==> src/rtl/vga_pkg.sv <==
// Shared types and default 640x480@60 timing for the VGA raster generator.
package vga_pkg;

  typedef logic [9:0] coord_t;

  localparam int DEF_H_VISIBLE = 640;
  localparam int DEF_H_FRONT   = 16;
  localparam int DEF_H_SYNC    = 96;
  localparam int DEF_H_BACK    = 48;
  localparam int DEF_V_VISIBLE = 480;
  localparam int DEF_V_FRONT   = 10;
  localparam int DEF_V_SYNC    = 2;
  localparam int DEF_V_BACK    = 33;

  localparam int H_TOTAL      = DEF_H_VISIBLE + DEF_H_FRONT + DEF_H_SYNC + DEF_H_BACK;
  localparam int V_TOTAL      = DEF_V_VISIBLE + DEF_V_FRONT + DEF_V_SYNC + DEF_V_BACK;
  localparam int H_SYNC_START = DEF_H_VISIBLE + DEF_H_FRONT;
  localparam int H_SYNC_END   = H_SYNC_START + DEF_H_SYNC;
  localparam int V_SYNC_START = DEF_V_VISIBLE + DEF_V_FRONT;
  localparam int V_SYNC_END   = V_SYNC_START + DEF_V_SYNC;

  // Half-open window test [lo, hi) used for the sync pulse decodes.
  function automatic logic in_window(input coord_t pos, input coord_t lo, input coord_t hi);
    return (pos >= lo) && (pos < hi);
  endfunction

endpackage

==> src/rtl/vga_axis_counter.sv <==
// One raster axis: counts 0..tc_i when enabled and wraps to 0.
// cnt_nxt_o exposes the value the counter will hold after the next edge so
// the parent can register its decodes in step with the count.
module vga_axis_counter
  import vga_pkg::*;
(
  input  logic   clk_i,
  input  logic   rst_i,
  input  logic   en_i,
  input  coord_t tc_i,
  output coord_t cnt_o,
  output coord_t cnt_nxt_o,
  output logic   wrap_o
);

  coord_t cnt_q, cnt_d;

  assign wrap_o    = en_i && (cnt_q == tc_i);
  assign cnt_o     = cnt_q;
  assign cnt_nxt_o = cnt_d;

  // Next count: wrap at terminal count, otherwise advance when enabled.
  always_comb begin
    cnt_d = cnt_q;
    if (wrap_o) begin
      cnt_d = '0;
    end else if (en_i) begin
      cnt_d = cnt_q + 10'd1;
    end
  end

  // Count register with synchronous reset.
  always_ff @(posedge clk_i) begin
    if (rst_i) begin
      cnt_q <= '0;
    end else begin
      cnt_q <= cnt_d;
    end
  end

endmodule

==> src/rtl/vga_timing_gen.sv <==
// VGA raster timing generator: pixel/line counters, registered blank/sync
// and line/frame pulses, completed-frame counter.
// Optional build macro VGA_PIPE_ALIGN_EN delays hs/vs by one cycle so they
// line up with RGB that downstream renderers register one cycle late.
module vga_timing_gen
  import vga_pkg::*;
#(
  parameter int H_VISIBLE = DEF_H_VISIBLE,
  parameter int H_FRONT   = DEF_H_FRONT,
  parameter int H_SYNC    = DEF_H_SYNC,
  parameter int H_BACK    = DEF_H_BACK,
  parameter int V_VISIBLE = DEF_V_VISIBLE,
  parameter int V_FRONT   = DEF_V_FRONT,
  parameter int V_SYNC    = DEF_V_SYNC,
  parameter int V_BACK    = DEF_V_BACK
)(
  input  logic        vga_clk,
  input  logic        reset,
  output logic [9:0]  DrawX,
  output logic [9:0]  DrawY,
  output logic        blank,
  output logic        hs,
  output logic        vs,
  output logic        line_start,
  output logic        frame_start,
  output logic [15:0] frame_count
);

  localparam coord_t H_LAST    = coord_t'(H_VISIBLE + H_FRONT + H_SYNC + H_BACK - 1);
  localparam coord_t V_LAST    = coord_t'(V_VISIBLE + V_FRONT + V_SYNC + V_BACK - 1);
  localparam coord_t H_VIS_END = coord_t'(H_VISIBLE);
  localparam coord_t V_VIS_END = coord_t'(V_VISIBLE);
  localparam coord_t HS_START  = coord_t'(H_VISIBLE + H_FRONT);
  localparam coord_t HS_END    = coord_t'(H_VISIBLE + H_FRONT + H_SYNC);
  localparam coord_t VS_START  = coord_t'(V_VISIBLE + V_FRONT);
  localparam coord_t VS_END    = coord_t'(V_VISIBLE + V_FRONT + V_SYNC);

  coord_t hc, hc_nxt, vc, vc_nxt;
  logic   h_wrap, v_wrap;

  logic        hs_q, hs_d;
  logic        vs_q, vs_d;
  logic        blank_q, blank_d;
  logic        line_start_q, line_start_d;
  logic        frame_start_q, frame_start_d;
  logic [15:0] frame_count_q, frame_count_d;

  vga_axis_counter u_hcnt (
    .clk_i     (vga_clk),
    .rst_i     (reset),
    .en_i      (1'b1),
    .tc_i      (H_LAST),
    .cnt_o     (hc),
    .cnt_nxt_o (hc_nxt),
    .wrap_o    (h_wrap)
  );

  vga_axis_counter u_vcnt (
    .clk_i     (vga_clk),
    .rst_i     (reset),
    .en_i      (h_wrap),
    .tc_i      (V_LAST),
    .cnt_o     (vc),
    .cnt_nxt_o (vc_nxt),
    .wrap_o    (v_wrap)
  );

  // Decode the upcoming position so registered outputs match DrawX/DrawY.
  always_comb begin
    hs_d          = ~in_window(hc_nxt, HS_START, HS_END);
    vs_d          = ~in_window(vc_nxt, VS_START, VS_END);
    blank_d       = (hc_nxt < H_VIS_END) && (vc_nxt < V_VIS_END);
    line_start_d  = (hc_nxt == '0);
    frame_start_d = (hc_nxt == '0) && (vc_nxt == '0);
    frame_count_d = frame_count_q;
    if (v_wrap) begin
      frame_count_d = frame_count_q + 16'd1;
    end
  end

  // Output registers; reset parks sync inactive and suppresses pulses.
  always_ff @(posedge vga_clk) begin
    if (reset) begin
      hs_q          <= 1'b1;
      vs_q          <= 1'b1;
      blank_q       <= 1'b0;
      line_start_q  <= 1'b0;
      frame_start_q <= 1'b0;
      frame_count_q <= '0;
    end else begin
      hs_q          <= hs_d;
      vs_q          <= vs_d;
      blank_q       <= blank_d;
      line_start_q  <= line_start_d;
      frame_start_q <= frame_start_d;
      frame_count_q <= frame_count_d;
    end
  end

`ifdef VGA_PIPE_ALIGN_EN
  logic hs_pipe_q, vs_pipe_q;

  // Extra sync stage to match the renderers' one-cycle RGB latency.
  always_ff @(posedge vga_clk) begin
    if (reset) begin
      hs_pipe_q <= 1'b1;
      vs_pipe_q <= 1'b1;
    end else begin
      hs_pipe_q <= hs_q;
      vs_pipe_q <= vs_q;
    end
  end

  assign hs = hs_pipe_q;
  assign vs = vs_pipe_q;
`else
  assign hs = hs_q;
  assign vs = vs_q;
`endif

  assign DrawX       = hc;
  assign DrawY       = vc;
  assign blank       = blank_q;
  assign line_start  = line_start_q;
  assign frame_start = frame_start_q;
  assign frame_count = frame_count_q;

endmodule
==> config.mk <==
export PLATFORM = sky130hd
export DESIGN_NAME = vga_timing_gen
export DESIGN_NICKNAME = d
export VERILOG_FILES = /design/src/rtl/vga_pkg.sv /design/src/rtl/vga_axis_counter.sv /design/src/rtl/vga_timing_gen.sv
export SDC_FILE = /design/constraint.sdc
export NUM_CORES = 1
export LEC_CHECK = 0
export BUFFER_PORTS_ARGS = -buffer_cell sky130_fd_sc_hd__buf_2
export CORE_ASPECT_RATIO = 2
export CORE_MARGIN = 10
export CORE_UTILIZATION = 40
export CTS_BUF_LIST = sky130_fd_sc_hd__clkbuf_16
export DETAILED_ROUTE_END_ITERATION = 16
export PLACE_DENSITY_LB_ADDON = 0.08
export SLEW_MARGIN = 20
export SYNTH_ARGS = -nofsm -noshare
export SYNTH_HDL_FRONTEND = slang
export SYNTH_HIERARCHICAL = 1
export SYNTH_SLANG_ARGS = --single-unit
==> constraint.sdc <==
create_clock -name vga_clk -period 2.4 [get_ports vga_clk]
set_input_delay 0.24 -clock vga_clk [delete_from_list [all_inputs] [get_ports vga_clk]]
set_output_delay 0.24 -clock vga_clk [all_outputs]
set_load 0.02 [all_outputs]
# Word-level counts from Yosys, hierarchy flattened
# Cells that the tools add are included.
[word_totals]
reg_bits = 41
inputBits = 2
elab_cells = 31
[op_classes]
addsub = 3
order_cmp = 6
eq_ne = 2
mux = 3
bitwise = 2
n_reduce_logical = 7
[op_table]
columns = ["cell", "count"]
rows = [
  ["10-bit two-way mux", 3],
  ["10-bit by 1-bit adder with 10-bit output (second input constant)", 2],
  ["10-bit == test (second input constant)", 2],
  ["10-bit logical NOT", 2],
  ["10-bit less-than comparator (second input constant)", 2],
  ["10-bit by 9-bit less-than comparator with 1-bit output (second input constant)", 2],
  ["16-bit by 1-bit adder with 16-bit output (second input constant)", 1],
  ["10-bit >= comparator (second input constant)", 1],
  ["10-bit by 9-bit >= comparator with 1-bit output (second input constant)", 1],
  ["1-bit logical AND", 5],
  ["1-bit inverter", 2],
]

# Logic depth before layout (Yosys ltp)
# Gate-level depths: netlist (run 1).
[logic_depth]
depth_word = 6
depth_mapped = 12
ltp_nobuf = 10

# Cells and area by module
# The synthesis (run 1) kept the hierarchy.
[modules_own_cells]
columns = ["mod", "instances", "cells_per_inst", "area_each_um2", "seq_area_each_um2"]
rows = [
  ["vga_axis_counter", 2, 71, 610.6, 200.2],
  ["vga_timing_gen", 1, 111, 943.4, 420.4],
]

# Least setup slack after synthesis (run 1)
# OpenSTA, ideal clock, no wires.
[synth_path]
path_type = "register to register"
startpoint = "reg u_hcnt.cnt_q[1] (netlist: u_hcnt/cnt_o[1])"
endpoint = "reg frame_count_q[15] (netlist: frame_count[15])"
setup_time_ps = 121
arrival_ps = 2670
slack_ps = -391
stages_incl_launch_ff = 13
n_path_buf = 3
period_less_slack_ps = 2791
path_cell_list = "dfxtp_1 > xnor2_1 > nand4_1 > nor3_2 > buf_6 > nand4_1 > nor3_2 > buf_6 > buf_2 > nand4_1 > nor3_1 > nand3_1 > mux2_2"
[synth_between]
elab_chain_len = 2
[synth_lines]
columns = ["element", "line_no", "text"]
rows = [
  ["start, declared", "vga_axis_counter.sv:16", "coord_t cnt_q, cnt_d;"],
  ["start signal, assigned", "vga_axis_counter.sv:37", "cnt_q <= cnt_d;"],
  ["10-bit == test", "vga_axis_counter.sv:18", "assign wrap_o = en_i && (cnt_q == tc_i);"],
  ["via h_wrap", "vga_timing_gen.sv:39", "logic h_wrap, v_wrap;"],
  ["1-bit logical AND", "vga_axis_counter.sv:18", ""],
  ["via v_wrap", "vga_timing_gen.sv:39", ""],
  ["end signal, assigned", "vga_timing_gen.sv:96", "frame_count_q <= frame_count_d;"],
  ["end, declared", "vga_timing_gen.sv:46", "logic [15:0] frame_count_q, frame_count_d;"],
]
# The timed path passes the listed nets, and every way through them passes these cells.
# A chain may end at the register's enable or synchronous reset.

# Worst setup path in the final report (run 1)
[layout_path]
startpoint = "reg u_hcnt.cnt_q[4] (netlist: u_hcnt/cnt_o[4])"
endpoint = "reg vs_q (netlist: vs)"
[layout_between]
elab_chain_len = 6
word_cells_on_any_way = 8
[layout_lines]
columns = ["element", "line_no", "text"]
rows = [
  ["10-bit == test *", "vga_axis_counter.sv:18", ""],
  ["via h_wrap", "vga_timing_gen.sv:39", ""],
  ["10-bit two-way mux / 1-bit logical AND (equally long branches)", "vga_axis_counter.sv:27, vga_axis_counter.sv:18", ""],
  ["10-bit two-way mux *", "vga_axis_counter.sv:25", "if (wrap_o) begin"],
  ["via vc_nxt[6]", "vga_timing_gen.sv:38", "coord_t hc, hc_nxt, vc, vc_nxt;"],
  ["10-bit by 9-bit >= comparator with 1-bit output / 10-bit by 9-bit less-than comparator with 1-bit output (equally long branches)", "vga_pkg.sv:24", "return (pos >= lo) && (pos < hi);"],
  ["1-bit logical AND *", "vga_pkg.sv:24", ""],
  ["1-bit inverter *", "vga_timing_gen.sv:71", "vs_d = ~in_window(vc_nxt, VS_START, VS_END);"],
  ["end signal, assigned", "vga_timing_gen.sv:92", "vs_q <= vs_d;"],
  ["end, declared", "vga_timing_gen.sv:42", "logic vs_q, vs_d;"],
]
# The timed path passes the listed nets; every way through them passes the cells marked *.

==> out/summary.txt, run 1 <==
CELLS AND AREA
----------------------------------------------------------------------------------------
Design Area, Final ........................................................     2858 um2
Most common cell after layout, fill and taps aside ........................ sky130_fd_sc_hd__buf_2
Filler cells ..............................................................          526
Most frequent cells in the layout ......................................... 42 x sky130_fd_sc_hd__buf_2, 35 x sky130_fd_sc_hd__nor2_1, 31 x sky130_fd_sc_hd__dfxtp_1, 27 x sky130_fd_sc_hd__xnor2_1, 26 x sky130_fd_sc_hd__conb_1
# nets final ..............................................................          339
Number of antenna repair diodes ...........................................            0
Final std cells w/o fill ..................................................          393
Fraction of layout cells with a size suffix above 1 .......................       29.55%
Synth-to-layout area growth ...............................................       32.02%
Share of the core filled with cells .......................................       55.12%

LOGIC SYNTHESIS
----------------------------------------------------------------------------------------
Post-synth top area cell .................................................. sky130_fd_sc_hd__dfxtp_1
Count of different cell masters after synthesis ...........................           32
Biggest area contributors in the synthesized netlist ...................... sky130_fd_sc_hd__dfxtp_1 38%, sky130_fd_sc_hd__xnor2_1 12%, sky130_fd_sc_hd__xor2_1 7.3%
Area of the mapped netlist ................................................     2165 um2
Area share of the leading cell type in the synthesized netlist ............       37.92%
Number of enable-type register cells in the synthesized netlist ...........            0
Synth Register Bits .......................................................           41
Share of synthesized area occupied by flip-flops and latches ..............       37.92%
Synth warn ................................................................            6
Post-synthesis async set-or-reset flop share ..............................           0%
Synthesized area per cell .................................................    8.556 um2
Synth Flop Type ........................................................... sky130_fd_sc_hd__dfxtp_1
Cells after synthesis .....................................................          253

PWR
----------------------------------------------------------------------------------------
Peak supply drop ..........................................................    0.4812 mV
Static leakage ............................................................     1.235 nW
Switching part of the total power .........................................       22.26%
Power per cell area ....................................................... 492.4 nW/um2
Combinational share of power ..............................................         6.9%
Switching power of the nets ...............................................     313.3 uW
Sequential cell fraction of total power ...................................        48.9%
Clk pwr share .............................................................        44.2%
Internal power ............................................................     1.094 mW

ROUTING
----------------------------------------------------------------------------------------
# DRC .....................................................................            0
Total wirelength of the detailed-routed design ............................      5568 um
ANT nets after route ......................................................            0
Vias per inst .............................................................        4.982
Drt first-iter violations .................................................           57
Detailed-routing iteration count for the pre-antenna-repair pass ..........            4
Post-detailed-route wirelength per cell ...................................     14.17 um
Vias after detailed routing ...............................................         1958

FLOORPLAN
----------------------------------------------------------------------------------------
Y dimension of the die ....................................................     124.0 um
Horiz. Die Dim ............................................................     72.02 um
Die Outline Area ..........................................................     8932 um2
Core Area .................................................................     5185 um2
Starting density of the core ..............................................       41.75%
IO Pins ...................................................................           43
Std-Cell Rows .............................................................           37

MIN PATH
----------------------------------------------------------------------------------------
Hold/Removal Path Class ...................................................      reg2reg

CRITICAL PATH
----------------------------------------------------------------------------------------
Crit start category .......................................................         flop
Most prevalent standard cell on the critical path ......................... sky130_fd_sc_hd__nand4_1
Largest driver fanout on the critical path ................................            7
Critical Path Max Stage Delay .............................................      0.37 ns
Category of cells accounting for the largest share of critical-path delay . simple AND/OR/NAND/NOR gates
Crit path cell chain ...................................................... xnor2_1 -> nand4_1 -> nor3_2 -> buf_4 -> nand4_1 -> buf_4 -> nor2_2 -> xnor2_1 -> nor2_1 -> nand4_1 -> nor2_2 -> nand3_1
CP Data Arrival Time ......................................................      2.44 ns
Worst path required time ..................................................      2.56 ns
Kind of critical path .....................................................      reg2reg
Worst path bufs/invs ......................................................            2
Endpoint type of the worst setup path .....................................         flop
Master of the slowest instance on the critical path ....................... sky130_fd_sc_hd__dfxtp_4

CLOCK TREE
----------------------------------------------------------------------------------------
Number of hold-repair buffers added at the cts stage ......................            0
TritonCTS Buffers .........................................................            5
CTS sink count ............................................................           41
Clock tree from TritonCTS .................................................         done
Clock Pin Slew Worst Setup and Hold Paths .................................      0.06 ns
Clock network latency to the later pin of the worst-skew pair .............      0.29 ns
Longest Clk Path Bufs .....................................................            2
CTS H-tree lvls ...........................................................            2
Clock Root Buffer ......................................................... sky130_fd_sc_hd__clkbuf_16

STA
----------------------------------------------------------------------------------------
Clock tree skew after final layout ........................................  0.005247 ns
Final Critical Period .....................................................     2.278 ns
Final Hold Viols ..........................................................            0
Max-slew violation count ..................................................            0
Unrepaired setup endpoints after global routing ...........................          yes
Ratio of final minimum period to clock period .............................       94.91%
Least-Margin Pin Slew .....................................................    0.7574 ns
Max Clk Rate ..............................................................    439.0 MHz
Count of final setup violators ............................................            0
Worst slew slack as a fraction of its limit ...............................       49.50%

GLOBAL ROUTING
----------------------------------------------------------------------------------------
Number of antenna violations at the first check in global routing .........            0
Number of global-route vias before repair .................................         2022
Pin count of the biggest net entering global routing ......................           43
Wire length of the first global-routing pass ..............................      9287 um
Gr usage total ............................................................       12.98%
Overflow after GRT ........................................................            0

PLACE
----------------------------------------------------------------------------------------
Detailed-placement wirelength estimate ....................................      4323 um
Gp weighted congestion ....................................................       0.8453
IO Port Bufs ..............................................................           42
Inst Count DP .............................................................          378
Placed Area ...............................................................     2587 um2

RUN STATUS
----------------------------------------------------------------------------------------
Status .................................................................... complete, no violations

FLOW RUN
----------------------------------------------------------------------------------------
Max-cap violations ........................................................            0

-- synthesized netlist by cell type, types with 4 or more instances --
library cell	count
sky130_fd_sc_hd__buf_6	4
sky130_fd_sc_hd__xor2_1	18
sky130_fd_sc_hd__o21ai_0	4
sky130_fd_sc_hd__xnor2_1	29
sky130_fd_sc_hd__and3_1	5
sky130_fd_sc_hd__nand3_1	14
sky130_fd_sc_hd__nand4_1	15
sky130_fd_sc_hd__nor3_2	4
sky130_fd_sc_hd__nor3_1	24
sky130_fd_sc_hd__nand2_1	16
sky130_fd_sc_hd__dfxtp_1	41
sky130_fd_sc_hd__nor2_1	38
-- logic make-up after synthesis --
group                    after synthesis  share of synthesized area [%]
AO/OA/AOI/OAI                          8                          1.965
buffers and inverters                  9                          3.352
multiplexers                           6                          2.948
AND/OR/NAND/NOR                      137                          32.72
XOR/XNOR                              47                          19.02
adder cells (fa/ha/maj)                3                          1.734
other                                  2                         0.3470
flip-flops                            41                          37.92
-- final timing paths --
kind,slack [ns],startpoint,to,cells after the start
setup / recovery,0.12,u_hcnt/cnt_o[4]$_SDFF_PP0_,vs$_SDFF_PP1_,12
hold / removal,0.50,frame_count[14]$_SDFFE_PP0P_,frame_count[14]$_SDFFE_PP0P_,2
setup reg to reg,0.12,u_hcnt/cnt_o[4]$_SDFF_PP0_,vs$_SDFF_PP1_,12
hold reg to reg,0.50,frame_count[14]$_SDFFE_PP0P_,frame_count[14]$_SDFFE_PP0P_,2
-- stage by stage --
stage                     hold WS [ns]  worst slack (ns)  setup TNS (ns)  power (mW)
after floorplan                 0.3696            0.1996               0      0.7673
after global placement          0.4943           0.02569               0      0.7910
after detailed placement        0.4980          -0.05851        -0.05851      0.7914
after CTS                       0.5077           0.02743               0       1.420
after global routing            0.5252          -0.05593         -0.1606       1.469
final                           0.5009            0.1222               0       1.407
-- layout make-up --
| class | count | area (um2) | share of cell area, % |
|---|---|---|---|
| Timing Repair Buffer | 59 | 345.3 | 12.08 |
| Clock buffer | 5 | 125.1 | 4.378 |
| Sequential cell | 41 | 858.3 | 30.04 |
| Clock inverter | 3 | 11.26 | 0.3940 |
| Multi-Input combinational cell | 227 | 1445 | 50.57 |
| Tap cell | 58 | 72.57 | 2.539 |
-- layer usage --
layer  global-route usage, %  vias to the layer above  part of all wire (%)
met4                   6.569                        0                   2.4
met2                   24.06                       37                    55
li1                        -                     1008                     -
met3                   3.662                        9                   4.9
met5                       0                        -                     0
met1                   12.62                      904                    38
-- state kept, by name, indices dropped and copies added, names as in the netlist --
signal and cells:
line_start 1, u_hcnt/cnt_o 10, u_vcnt/cnt_o 10, frame_start 1, hs 1, blank 1
frame_count 16, vs 1
-- what timing repair did --
item                                    in CTS  in global routing
pin swaps                                    0                 12
endpoints found under the setup margin       1                  7
gates resized for setup                      1                 14
setup buffers                                0                  7
-- tightest hold or removal path, cell delays in order, from the launching register on --
cell and delay (ns):
sky130_fd_sc_hd__dfxtp_1 0.33, sky130_fd_sc_hd__o31ai_1 0.07, sky130_fd_sc_hd__a21oi_1 0.05
-- power groups by stage --
| stage | sequential, mW | clock, mW | combinational [mW] |
|---|---|---|---|
| 3_5_place_dp | 0.703 | 0 | 0.0888 |
| 4_1_cts | 0.688 | 0.641 | 0.0912 |
| 5_1_grt | 0.689 | 0.671 | 0.109 |
| 3_3_place_gp | 0.703 | 0 | 0.0881 |
| 2_1_floorplan | 0.713 | 0 | 0.0539 |
| 6_report | 0.688 | 0.622 | 0.0971 |
No activity file was read; power rests on OpenSTA's default activity.
==> run 2, diff against run 1 <==
Settings changed: CTS_BUF_LIST sky130_fd_sc_hd__clkbuf_16 to sky130_fd_sc_hd__clkbuf_8.
==> run 2 against run 1 <==
  * Sequential power is essentially flat
  * Combinational power rose by 4%
  * Sequential cell count did not move
  * Global-route usage decreased by 0.083 points
  * Routed wire length hardly changed
  * Largest cell class unchanged
  * Highest routed layer unchanged
==> out/summary.txt, run 2 (synthesis gave the netlist of run 1 again) <==
PWR
--------------------------------------------------------------------------------
PnR Total Power ...................................................     1.233 mW   was 1.407 mW
Static leakage ....................................................     1.231 nW   was 1.235 nW
Power per cell area ............................................... 435.0 nW/um2   was 492.4 nW/um2
Peak supply drop ..................................................    0.3853 mV   was 0.4812 mV

CLOCK TREE
--------------------------------------------------------------------------------
Longest Clk Path Bufs .............................................            2   unchanged
Clock Root Buffer ................................................. sky130_fd_sc_hd__clkbuf_8   was sky130_fd_sc_hd__clkbuf_16
CTS H-tree lvls ...................................................            2   unchanged
Clock network latency to the later pin of the worst-skew pair .....      0.29 ns   about the same
CTS sink count ....................................................           41   unchanged
Clock tree from TritonCTS .........................................         done   unchanged
TritonCTS Buffers .................................................            5   unchanged
Clock Pin Slew Worst Setup and Hold Paths .........................      0.07 ns   was 0.06 ns

CELLS AND AREA
--------------------------------------------------------------------------------
Design Area, Final ................................................     2834 um2   was 2858 um2
Most frequent cells in the layout ................................. 42 x sky130_fd_sc_hd__buf_2, 37 x sky130_fd_sc_hd__nor2_1, 31 x sky130_fd_sc_hd__dfxtp_1, 26 x sky130_fd_sc_hd__conb_1   was 42 x sky130_fd_sc_hd__buf_2, 35 x sky130_fd_sc_hd__nor2_1, 31 x sky130_fd_sc_hd__dfxtp_1, 27 x sky130_fd_sc_hd__xnor2_1, 26 x sky130_fd_sc_hd__conb_1
Synth-to-layout area growth .......................................       30.92%   was 32.02%
Filler cells ......................................................          532   was 526
Fraction of layout cells with a size suffix above 1 ...............       30.54%   was 29.55%
Number of antenna repair diodes ...................................            0   unchanged
# nets final ......................................................          338   was 339
Number of flip-flops in the largest register ......................           16   unchanged
Most common cell after layout, fill and taps aside ................ sky130_fd_sc_hd__buf_2   unchanged

ROUTING
--------------------------------------------------------------------------------
Drt first-iter violations .........................................           58   was 57
# DRC .............................................................            0   unchanged
Detailed-routing iteration count for the pre-antenna-repair pass ..            5   was 4
Total wirelength of the detailed-routed design ....................      5566 um   was 5568 um
ANT nets after route ..............................................            0   unchanged
Post-detailed-route wirelength per cell ...........................     14.20 um   was 14.17 um
Vias per inst .....................................................        5.051   was 4.982
Vias after detailed routing .......................................         1980   was 1958

CRITICAL PATH
--------------------------------------------------------------------------------
Largest driver fanout on the critical path ........................            7   unchanged
Worst path required time ..........................................      2.57 ns   was 2.56 ns
Critical Path Max Stage Delay .....................................      0.37 ns   about the same
Capture point of the worst path ................................... vs$_SDFF_PP1_   unchanged
Master of the slowest instance on the critical path ............... sky130_fd_sc_hd__dfxtp_4   unchanged
Startpoint of the worst-slack reg-to-reg timing path .............. u_hcnt/cnt_o[9]$_SDFF_PP0_   was u_hcnt/cnt_o[4]$_SDFF_PP0_
Timing startpoint of the critical path ............................ u_hcnt/cnt_o[9]$_SDFF_PP0_   was u_hcnt/cnt_o[4]$_SDFF_PP0_
Kind of critical path .............................................      reg2reg   unchanged
Endpoint type of the worst setup path .............................         flop   unchanged
Crit path cell chain .............................................. xnor2_2 -> nand4_1 -> nor3_2 -> buf_4 -> nand4_1 -> nor3_2 -> xnor2_1 -> nor2_1 -> nand4_1 -> nor2_2 -> nand3_1   was xnor2_1 -> nand4_1 -> nor3_2 -> buf_4 -> nand4_1 -> buf_4 -> nor2_2 -> xnor2_1 -> nor2_1 -> nand4_1 -> nor2_2 -> nand3_1
Crit start category ...............................................         flop   unchanged
Most prevalent standard cell on the critical path ................. sky130_fd_sc_hd__nand4_1   unchanged
Reg2reg path depth ................................................           11   was 12
CP Data Arrival Time ..............................................      2.42 ns   was 2.44 ns
Register-to-Register Setup Slack ..................................      0.15 ns   was 0.12 ns
Reg-to-reg critical path endpoint ................................. vs$_SDFF_PP1_   unchanged

STA
--------------------------------------------------------------------------------
Final TNS setup ...................................................         0 ns   unchanged
Least-Margin Pin Slew .............................................    0.7764 ns   was 0.7574 ns
Count of final setup violators ....................................            0   unchanged
Max-slew violation count ..........................................            0   unchanged
Unrepaired setup endpoints after global routing ...................          yes   unchanged
Final Hold Viols ..................................................            0   unchanged
Ratio of final minimum period to clock period .....................       93.89%   was 94.91%
Clock tree skew after final layout ................................  0.005013 ns   was 0.005247 ns
Max Clk Rate ......................................................    443.8 MHz   was 439.0 MHz
Worst slew slack as a fraction of its limit .......................       48.24%   was 49.50%
Final Critical Period .............................................     2.253 ns   was 2.278 ns

RUN STATUS
--------------------------------------------------------------------------------
Status ............................................................ complete, no violations   unchanged

PLACE
--------------------------------------------------------------------------------
IO Port Bufs ......................................................           42   unchanged
Placed Area .......................................................     2587 um2   unchanged
Gp weighted congestion ............................................       0.8453   unchanged
Detailed-placement wirelength estimate ............................      4323 um   unchanged

FLOORPLAN
--------------------------------------------------------------------------------
Die Outline Area ..................................................     8932 um2   unchanged
IO Pins ...........................................................           43   unchanged
Y dimension of the die ............................................     124.0 um   unchanged
Horiz. Die Dim ....................................................     72.02 um   unchanged
Std-Cell Rows .....................................................           37   unchanged
Starting density of the core ......................................       41.75%   unchanged
Core Area .........................................................     5185 um2   unchanged

GLOBAL ROUTING
--------------------------------------------------------------------------------
Wire length of the first global-routing pass ......................      9266 um   was 9287 um
Overflow after GRT ................................................            0   unchanged
Number of global-route vias before repair .........................         2027   was 2022
Number of antenna violations at the first check in global routing .            0   unchanged
Gr usage total ....................................................       12.90%   was 12.98%
Pin count of the biggest net entering global routing ..............           43   unchanged

MIN PATH
--------------------------------------------------------------------------------
Hold/Removal Path Class ...........................................      reg2reg   unchanged

FLOW RUN
--------------------------------------------------------------------------------
Max-cap violations ................................................            0   unchanged

## run 2: cell types whose count changed in the layout (fill, tap and decap cells not counted), moves of 2 or more
cell                        change
sky130_fd_sc_hd__nor2_1         +2
sky130_fd_sc_hd__xnor2_1        -4
sky130_fd_sc_hd__nor2_2         -2
sky130_fd_sc_hd__clkbuf_8       +6
sky130_fd_sc_hd__clkbuf_16      -5
sky130_fd_sc_hd__xnor2_2        +4
## run 2: worst min path at each step
stage                     depth (start not counted)                      endpoint  slack [ns]                         start
after floorplan                                   2                 hs$_SDFF_PP1_        0.37                         reset
after global placement                            2  frame_count[14]$_SDFFE_PP0P_        0.49  frame_count[14]$_SDFFE_PP0P_
after detailed placement                          2  frame_count[14]$_SDFFE_PP0P_        0.50  frame_count[14]$_SDFFE_PP0P_
after CTS                                         2   frame_count[7]$_SDFFE_PP0P_        0.50                         reset
after global routing                              2  frame_count[14]$_SDFFE_PP0P_        0.53  frame_count[14]$_SDFFE_PP0P_
final                                             2  frame_count[14]$_SDFFE_PP0P_        0.50  frame_count[14]$_SDFFE_PP0P_
## run 2: repair_timing
item,in CTS,in global routing
setup buffers,0,6
resized for setup,1,17
hold buffers,0,0
pin swaps,0,10
gates cloned,0,0
setup endpoints to repair,2,7
## run 2: area by class of cell
| type | count | area, um2 | share of cell area, % |
|---|---|---|---|
| multi-input cells | 227 | 1475 | 52.05 |
| flip-flops and latches | 41 | 858.3 | 30.29 |
| repair buffers | 58 | 337.8 | 11.92 |
| clock buffers | 6 | 82.58 | 2.914 |
| well taps | 58 | 72.57 | 2.561 |
| clock inverters | 2 | 7.507 | 0.2649 |
## run 2: critical path, delay by kind of cell, from the launching register on
| kind | cells | cell delay [ns] |
|---|---|---|
| xor+xnor | 2 | 0.24 |
| buf+inv | 1 | 0.19 |
| flops | 1 | 0.37 |
| simple gates | 8 | 1.32 |
## run 2: power breakdown
part	total (mW)	internal, mW	switching [mW]	leakage [nW]
registers	0.687	0.680	0.00663	0.339
logic	0.101	0.0415	0.0596	0.838
clock network	0.445	0.226	0.219	0.0538
total	1.23	0.948	0.285	1.23
## run 2: routing by layer
metal / global-route usage, % / up-vias / routed length [um]
met2: 23.95 / 38 / 3124
li1: - / 1013 / -
met4: 6.204 / 0 / 104
met1: 12.62 / 922 / 2079
met3: 3.662 / 7 / 258
met5: 0 / - / 0
## run 2: metrics by stage
| step | utilization [%] | setup slack (ns) | std cells | hold WS, ns |
|---|---|---|---|---|
| 4_1_cts | 51.76 | 0.03454 | 386 | 0.4972 |
| 2_1_floorplan | - | 0.1996 | 277 | 0.3696 |
| 6_report | 54.66 | 0.1467 | 392 | 0.5033 |
| 3_3_place_gp | 49.90 | 0.02569 | 378 | 0.4943 |
| 3_5_place_dp | 49.90 | -0.05851 | 378 | 0.4980 |
| 5_1_grt | 54.66 | -0.04826 | 392 | 0.5288 |
